File: src/rtl/pipe_ctrl_pkg.sv
// Shared state encoding, stage-control bundle and canned control patterns
// for the LEGv8 five-stage pipeline sequencer.
package pipe_ctrl_pkg;

  typedef enum logic [2:0] {
    IDLE,
    RUN,
    MEMWAIT,
    DRAIN,
    HALTED
  } pctl_state_t;

  // Drain counter width; supports up to 16 drain cycles.
  localparam int DRAIN_W = 4;

  typedef struct packed {
    logic pc_en;
    logic ifid_en;
    logic ifid_flush;
    logic idex_en;
    logic idex_flush;
    logic exmem_en;
    logic exmem_flush;
    logic memwb_en;
  } pipe_ctl_t;

  localparam pipe_ctl_t CTL_FREEZE = '{
    pc_en: 1'b0, ifid_en: 1'b0, ifid_flush: 1'b0, idex_en: 1'b0,
    idex_flush: 1'b0, exmem_en: 1'b0, exmem_flush: 1'b0, memwb_en: 1'b0
  };

  localparam pipe_ctl_t CTL_ADVANCE = '{
    pc_en: 1'b1, ifid_en: 1'b1, ifid_flush: 1'b0, idex_en: 1'b1,
    idex_flush: 1'b0, exmem_en: 1'b1, exmem_flush: 1'b0, memwb_en: 1'b1
  };

  // Taken branch squashes the three younger instructions behind MEM.
  localparam pipe_ctl_t CTL_BRANCH = '{
    pc_en: 1'b1, ifid_en: 1'b1, ifid_flush: 1'b1, idex_en: 1'b1,
    idex_flush: 1'b1, exmem_en: 1'b1, exmem_flush: 1'b1, memwb_en: 1'b1
  };

  localparam pipe_ctl_t CTL_LOAD_USE = '{
    pc_en: 1'b0, ifid_en: 1'b0, ifid_flush: 1'b0, idex_en: 1'b1,
    idex_flush: 1'b1, exmem_en: 1'b1, exmem_flush: 1'b0, memwb_en: 1'b1
  };

  localparam pipe_ctl_t CTL_HALT = '{
    pc_en: 1'b0, ifid_en: 1'b1, ifid_flush: 1'b1, idex_en: 1'b1,
    idex_flush: 1'b0, exmem_en: 1'b1, exmem_flush: 1'b0, memwb_en: 1'b1
  };

  localparam pipe_ctl_t CTL_DRAIN = '{
    pc_en: 1'b0, ifid_en: 1'b0, ifid_flush: 1'b0, idex_en: 1'b1,
    idex_flush: 1'b1, exmem_en: 1'b1, exmem_flush: 1'b0, memwb_en: 1'b1
  };

  // Once in MEMWAIT the request is known to be pending, so only ready matters.
  function automatic logic mem_blocked(input pctl_state_t st, input logic req,
                                       input logic rdy);
    return (st == MEMWAIT) ? !rdy : (req && !rdy);
  endfunction

endpackage

File: src/rtl/pipeline_ctrl_sat_counter.sv
// Saturating up-counter used for the pipeline performance counters.
module sat_counter #(
  parameter int W = 16
) (
  input  logic         clk,
  input  logic         reset_n,
  input  logic         i_inc,
  output logic [W-1:0] o_count
);

  logic [W-1:0] r_count;

  // Holds at all-ones instead of wrapping so overflowed counts stay obvious.
  always_ff @(posedge clk or negedge reset_n) begin
    if (!reset_n) begin
      r_count <= '0;
    end else if (i_inc && (r_count != '1)) begin
      r_count <= r_count + W'(1);
    end
  end

  assign o_count = r_count;

endmodule

File: src/rtl/pipeline_ctrl.sv
// Central sequencer for the 5-stage LEGv8 pipeline: turns hazard, branch,
// memory-wait and halt inputs into per-stage enable/flush controls.
module pipeline_ctrl
  import pipe_ctrl_pkg::*;
#(
  parameter int CNT_W        = 16,
  parameter int DRAIN_CYCLES = 3
) (
  input  logic             clk,
  input  logic             reset_n,
  input  logic             start,
  input  logic             ld_stall,
  input  logic             br_taken,
  input  logic             halt_req,
  input  logic             dmem_req,
  input  logic             dmem_ready,
  output logic             pc_en,
  output logic             ifid_en,
  output logic             ifid_flush,
  output logic             idex_en,
  output logic             idex_flush,
  output logic             exmem_en,
  output logic             exmem_flush,
  output logic             memwb_en,
  output logic             halted,
  output logic [CNT_W-1:0] stall_cnt,
  output logic [CNT_W-1:0] flush_cnt
);

  localparam logic [DRAIN_W-1:0] DRAIN_LOAD = DRAIN_W'(DRAIN_CYCLES - 1);

  pctl_state_t        r_state;
  logic [DRAIN_W-1:0] r_drain;

  pctl_state_t        w_next_state;
  logic [DRAIN_W-1:0] w_next_drain;
  pipe_ctl_t          w_ctl;
  logic               w_stall_inc;
  logic               w_flush_inc;

  // Mealy control decode; the RUN priority chain is shared by the MEMWAIT
  // release cycle because the held inputs are still valid then.
  always_comb begin
    w_ctl        = CTL_FREEZE;
    w_next_state = r_state;
    w_next_drain = r_drain;
    w_stall_inc  = 1'b0;
    w_flush_inc  = 1'b0;
    unique case (r_state)
      IDLE: begin
        if (start) begin
          w_next_state = RUN;
        end
      end
      RUN, MEMWAIT: begin
        if (mem_blocked(r_state, dmem_req, dmem_ready)) begin
          w_stall_inc  = 1'b1;
          w_next_state = MEMWAIT;
        end else if (br_taken) begin
          w_ctl        = CTL_BRANCH;
          w_flush_inc  = 1'b1;
          w_next_state = RUN;
        end else if (ld_stall) begin
          w_ctl        = CTL_LOAD_USE;
          w_stall_inc  = 1'b1;
          w_next_state = RUN;
        end else if (halt_req) begin
          w_ctl        = CTL_HALT;
          w_next_drain = DRAIN_LOAD;
          w_next_state = DRAIN;
        end else begin
          w_ctl        = CTL_ADVANCE;
          w_next_state = RUN;
        end
      end
      DRAIN: begin
        if (mem_blocked(r_state, dmem_req, dmem_ready)) begin
          w_stall_inc = 1'b1;
        end else begin
          w_ctl = CTL_DRAIN;
          if (r_drain == '0) begin
            w_next_state = HALTED;
          end else begin
            w_next_drain = r_drain - DRAIN_W'(1);
          end
        end
      end
      HALTED: begin
        w_ctl = CTL_FREEZE;
      end
      default: begin
        w_next_state = IDLE;
      end
    endcase
  end

  always_ff @(posedge clk or negedge reset_n) begin
    if (!reset_n) begin
      r_state <= IDLE;
      r_drain <= '0;
    end else begin
      r_state <= w_next_state;
      r_drain <= w_next_drain;
    end
  end

  sat_counter #(.W(CNT_W)) u_stall_cnt (
    .clk     (clk),
    .reset_n (reset_n),
    .i_inc   (w_stall_inc),
    .o_count (stall_cnt)
  );

  sat_counter #(.W(CNT_W)) u_flush_cnt (
    .clk     (clk),
    .reset_n (reset_n),
    .i_inc   (w_flush_inc),
    .o_count (flush_cnt)
  );

  assign pc_en       = w_ctl.pc_en;
  assign ifid_en     = w_ctl.ifid_en;
  assign ifid_flush  = w_ctl.ifid_flush;
  assign idex_en     = w_ctl.idex_en;
  assign idex_flush  = w_ctl.idex_flush;
  assign exmem_en    = w_ctl.exmem_en;
  assign exmem_flush = w_ctl.exmem_flush;
  assign memwb_en    = w_ctl.memwb_en;
  assign halted      = (r_state == HALTED);

  // A halted core must never advance any pipeline register.
  a_halted_frozen: assert property (@(posedge clk) disable iff (!reset_n)
    halted |-> !(pc_en || ifid_en || idex_en || exmem_en || memwb_en));

  a_drain_bound: assert property (@(posedge clk) disable iff (!reset_n)
    (r_state == DRAIN) |-> (r_drain <= DRAIN_LOAD));

endmodule

File: config.mk
export PLATFORM = sky130hd
export DESIGN_NAME = pipeline_ctrl
export DESIGN_NICKNAME = d
export VERILOG_FILES = /design/src/rtl/pipe_ctrl_pkg.sv /design/src/rtl/pipeline_ctrl_sat_counter.sv /design/src/rtl/pipeline_ctrl.sv
export SDC_FILE = /design/constraint.sdc
export NUM_CORES = 1
export LEC_CHECK = 0
export ABC_AREA = 1
export CORE_MARGIN = 5
export CORE_UTILIZATION = 45
export DETAILED_ROUTE_END_ITERATION = 12
export PLACE_DENSITY = 0.79
export SYNTH_ARGS = -nofsm -noshare
export SYNTH_HDL_FRONTEND = slang
export SYNTH_SLANG_ARGS = --single-unit
File: constraint.sdc
create_clock -name clk -period 4.22 [get_ports clk]
set_input_delay 0.633 -clock clk [delete_from_list [all_inputs] [get_ports clk]]
set_output_delay 0.633 -clock clk [all_outputs]
set_load 0.03 [all_outputs]
==> results.toml, run 1 <==
[timing]
fin_crit_ns = 3.24
relSlewSlack_pct = 41.3
hold_viol_final = 0
max_freq_mhz = 308
slew_violations = 0
clock_skew_ns = 0.00954
fin_crit_sh_pct = 76.8
tns_ns = 0
setup_viol = 0
worst_slew_pin_slew_ns = 0.881
rsz0062_at_grt = "false"

[power_and_ir_drop]
power.density_nw_per_um2 = 561
irDropWorstVdd_mv = 0.354
p_int_mw = 0.983
power_mw = 1.81
netSwitchingFraction_pct = 45.8
p_switching_mw = 0.831
combPwrFrac_pct = 51.0
p_seq_share_pct = 30.8
pwr-share-clk_pct = 18.2
leakage_nw = 1.53

[floorplanning]
placementRows = 27
core_um2 = 5570
dieHeight_um = 86.2
start_util_pct = 46.8
die_x_um = 86.2
io_pins = 49
dieArea_um2 = 7420

[detailed_routing]
drtPass1Iterations = 4
routedWlPerCell_um = 12.4
postRouteAntennaNets = 0
wl_um = 6190
drc_errors = 0
drt_first_iter_violations = 126
viasPerCell = 5.19
num_vias = 2587

[synthesis]
synth_cells = 379
synthTopCellsByArea = "dfrtp_1 (37%), nand2_1 (21%), nand3_1 (5.9%)"
yosys_warnings = 0
syn_area_per_cell_um2 = 6.89
syn-cell-area_um2 = 2610
ys_async_sr_fraction_pct = 100
synth_largest_area_cell = "dfrtp_1"
yosysMostFrequentCell = "nand2_1"
netlist.area_leader.share_pct = 37.4
synth_edf_count = 0
synth_flop_cell = "dfrtp_1"
synthTopCellsByCount = "nand2_1 (143), dfrtp_1 (39), nor2_1 (37), inv_1 (35), nand3_1 (31)"
syn-num-nets = 391
yosysSeqAreaShare_pct = 37.4
ys_ff_latch = 39
synth_cell_types = 31

[critical_path]
path_cells = "clkdlybuf4s50_1, inv_1, nand2_1, nand2_1, a211oi_1, clkdlybuf4s50_1"
path_buf_inv = 3
worst_r2r_path_depth = 8
rrSetupSlack_ns = 2.01
rr_endpoint = "u_flush_cnt.o_count[12]$_DFFE_PN0P_"
worstPathMaxFanout = 13
path_delay_family = "buffers and inverters"
cp_slowest_stage_delay_ns = 0.72
cp.arrival_ns = 2.61
end_kind = "output port"
crit_required_ns = 3.59
cp-start-kind = "primary input"
cp_slowest_cell = "clkdlybuf4s50_1"
timing.rr.start = "u_flush_cnt.o_count[0]$_DFFE_PN0P_"
critPathKind = "primary input to output port"

[global_routing]
grt_usage_pct = 17.7
grt_max_degree = 40
antenna_found_initial = 0
grt_overflow_total = 0
grt_pass1_vias = 2404
grt_pass1_wl_um = 10900

[cts]
cts.path.max_buffers = 2
clock_sinks = 39
hold_buffers = 0
cts_max_level = 2
cts_buffers = 5
clkLatencyLatePin_ns = 0.30
cts_root_buf = "clkbuf_8"
post_cts_buffers = 0
ctsResizeCount = 0
clkTransAtPathRegs_ns = 0.08
cts_tree = "built"

[final_layout]
final_nets = 437
areaGrowthSynthToFinish_pct = 23.9
antenna_cells = 0
drive_gt1_share_pct = 4.93

[placed_design]
place_congestion = 0.841
io_buffers = 48
dp_hpwl_um = 4550

[hold_path]
hold_path_class = "primary input to asynchronous set/reset pin"

[outcome]
status = "finished, final reports clean"

[job]
maxCapViolations = 0
[layout make-up]
type                            instances  area [µm²]
Clock inverter                          2        35.0
Timing Repair Buffer                   48         475
Sequential cell                        39         976
Multi-Input combinational cell        294        1440
Fill cell                             518        2340
Clock buffer                            6        82.6
Tap cell                               72        90.1
Inverter                               37         139
[power by group through the flow]
stage | clock network (mW) | logic, mW | registers, mW
6_report | 0.330 | 0.925 | 0.559
5_1_grt | 0.351 | 1.01 | 0.574
4_1_cts | 0.337 | 0.932 | 0.557
3_5_place_dp | 0 | 0.930 | 0.562
3_3_place_gp | 0 | 0.911 | 0.563
2_1_floorplan | 0 | 0.560 | 0.648
[cells by family after synthesis]
group | Yosys count | share of synthesized area [%]
buf+inv | 46 | 7.62
compound gates | 30 | 6.04
fa+ha+maj | 4 | 1.92
simple gates | 244 | 41.7
xor+xnor | 16 | 5.37
flops | 39 | 37.4
[stage by stage]
stage	hold WS [ns]	setup slack, ns	cells	area, µm²	utilization (%)
6_report	0.448	0.978	498	3230	58.0
5_1_grt	0.539	0.909	498	3230	58.0
4_1_cts	0.481	0.993	498	3230	58.0
3_5_place_dp	0.490	1.01	490	3120	55.9
3_3_place_gp	0.485	1.03	490	3120	55.9
2_1_floorplan	0.337	1.70	379	2610	-
[flip-flops by register name (all words and copies together), names as in the netlist]
| name | cells |
|---|---|
| r_drain | 4 |
| r_state | 3 |
| u_flush_cnt.o_count | 16 |
| u_stall_cnt.o_count | 16 |
[layout by cell type, fill, tap and decap left out]
cell	n
a211oi_1	1
a21oi_1	3
and2_1	1
buf_2	1
bufinv_16	1
clkbuf_8	6
clkdlybuf4s50_1	47
clkinv_2	1
dfrtp_1	39
ha_1	4
inv_1	35
inv_2	2
nand2_1	143
nand2_2	2
nand2_4	1
nand3_1	31
nand3_2	1
nand3_4	1
nand3b_1	3
nand4_1	16
nand4_4	1
nor2_1	37
nor2_2	1
nor2_4	3
nor3_1	3
o21a_1	1
o21ai_0	17
o21ai_1	7
o21bai_1	1
xnor2_1	2
xor2_1	14
[worst max-delay path by stage]
stage,start,to,cells after the start
after floorplan,dmem_req,pc_en,6
after global placement,br_taken,pc_en,6
after detailed placement,br_taken,pc_en,6
after CTS,br_taken,pc_en,6
after global routing,br_taken,pc_en,6
final,br_taken,pc_en,6
[routing by layer]
metal	global-route usage (%)	vias to the layer above	share of wire, %
met1	23.8	1214	47
met3	3.65	8	5.3
li1	-	1305	-
met2	28.9	60	47
met5	0	-	0
met4	4.89	0	1.2
No activity file was read; power rests on OpenSTA's default activity.
==> run 2, diff against run 1 <==
==> constraint.sdc (replaced) <==
create_clock -name clk -period 3.3 [get_ports clk]
set_input_delay 0.495 -clock clk [delete_from_list [all_inputs] [get_ports clk]]
set_output_delay 0.495 -clock clk [all_outputs]
set_load 0.03 [all_outputs]
==> results.toml, run 2 (synthesis gave the netlist of run 1 again) <==
[detailed_routing]
wl_um = 6160
viasPerCell = 5.15
drtPass1Iterations = 4
routedWlPerCell_um = 12.3
drc_errors = 0
num_vias = 2582
drt_first_iter_violations = 184
postRouteAntennaNets = 0

[power_and_ir_drop]
p_int_mw = 1.27
netSwitchingFraction_pct = 45.7
p_switching_mw = 1.07
pwr-share-clk_pct = 17.8
combPwrFrac_pct = 51.4
p_seq_share_pct = 30.8
power.density_nw_per_um2 = 718
power_mw = 2.34
leakage_nw = 1.54
irDropWorstVdd_mv = 0.406

[cts]
cts.path.max_buffers = 2
hold_buffers = 0
cts_root_buf = "clkbuf_8"
post_cts_buffers = 0
clkLatencyLatePin_ns = 0.30
ctsResizeCount = 0
cts_max_level = 2
cts_tree = "built"
cts_buffers = 5
clock_sinks = 39
clkTransAtPathRegs_ns = 0.08

[global_routing]
grt_pass1_vias = 2358
antenna_found_initial = 0
grt_overflow_total = 0
grt_usage_pct = 17.0
grt_max_degree = 40
grt_pass1_wl_um = 10400

[timing]
hold_viol_final = 0
setup_viol = 0
max_freq_mhz = 374
relSlewSlack_pct = 40.9
clock_skew_ns = 0.00879
hold_ws_ns = 0.314
worst_slew_pin_slew_ns = 0.887
fin_crit_sh_pct = 81.0
rsz0062_at_grt = "false"
tns_ns = 0
layout_setup_ws_ns = 0.626
fin_crit_ns = 2.67
slew_violations = 0

[critical_path]
worstPathMaxFanout = 4
end_kind = "output port"
crit_required_ns = 2.80
cp_slowest_stage_delay_ns = 0.71
path_cells = "clkdlybuf4s50_1, inv_1, nand2_1, nand2_1, a211oi_1, clkdlybuf4s50_1"
crit_start = "br_taken"
cp_slowest_cell = "clkdlybuf4s50_1"
cp-start-kind = "primary input"
cp.arrival_ns = 2.18
critPathKind = "primary input to output port"
timing.rr.start = "u_flush_cnt.o_count[0]$_DFFE_PN0P_"

[final_layout]
final_util_pct = 58.4
layout_common_cells = "nand2_1 (143), clkdlybuf4s50_1 (47), dfrtp_1 (39), nor2_1 (37), inv_1 (35)"
antenna_cells = 0
drive_gt1_share_pct = 5.59
areaGrowthSynthToFinish_pct = 24.7
final_common_cell = "nand2_1"
final_nets = 440

[job]
maxCapViolations = 0

[placed_design]
post-place-ws_ns = 0.625
dp_hpwl_um = 4500
io_buffers = 48
place_congestion = 0.840

[floorplanning]
core_um2 = 5570
dieHeight_um = 86.2
io_pins = 49
die_x_um = 86.2
dieArea_um2 = 7420
placementRows = 27
start_util_pct = 46.8

[hold_path]
hold_path_class = "primary input to asynchronous set/reset pin"

[outcome]
status = "finished, final reports clean"
## run 2: changes by cell type in the layout (fill, tap and decap cells not counted)
cell	delta
buf_4	+3
## run 2: layout make-up
| type | instances | area (µm²) |
|---|---|---|
| inverters | 37 | 139 |
| clock inverters | 2 | 35.0 |
| multi-input cells | 294 | 1440 |
| repair buffers | 51 | 498 |
| flip-flops and latches | 39 | 976 |
| fillers | 511 | 2320 |
| clock buffers | 6 | 82.6 |
| well taps | 72 | 90.1 |
## run 2: final timing paths
kind                                                  endpoint  cells after the start  slack (ns)
min                         u_stall_cnt.o_count[4]$_DFFE_PN0P_                      1        0.31
max reg2reg                 u_flush_cnt.o_count[3]$_DFFE_PN0P_                      9        1.14
min in group clk                        r_drain[1]$_DFFE_PN0P_                      2        0.51
min reg2reg                             r_drain[1]$_DFFE_PN0P_                      2        0.51
max in group asynchronous  u_stall_cnt.o_count[11]$_DFFE_PN0P_                      1        2.42
max                                                      pc_en                      6        0.63
## run 2: power by group through the flow
stage	sequential [mW]	clock (mW)	combinational, mW
final	0.719	0.417	1.20
after global routing	0.736	0.446	1.30
after CTS	0.716	0.427	1.21
after detailed placement	0.722	0	1.21
after global placement	0.719	0	1.18
after floorplan	0.829	0	0.716
## run 2: layer usage
layer	up-vias	track usage (%)	share of wire (%)
met3	7	3.36	4.6
met4	0	5.04	1.1
met2	60	28.7	48
li1	1308	-	-
met1	1207	21.9	46
met5	-	0	0
## run 2: critical path: cells and delay by family
kind | cells | cell delay, ns
buffers and inverters | 3 | 1.35
AND/OR/NAND/NOR | 2 | 0.14
AO/OA/AOI/OAI | 1 | 0.19
## run 2: metrics by stage
stage          cell area [µm²]  instances
2_1_floorplan             2610        379
3_3_place_gp              3140        493
3_5_place_dp              3140        493
4_1_cts                   3260        501
5_1_grt                   3260        501
6_report                  3260        501
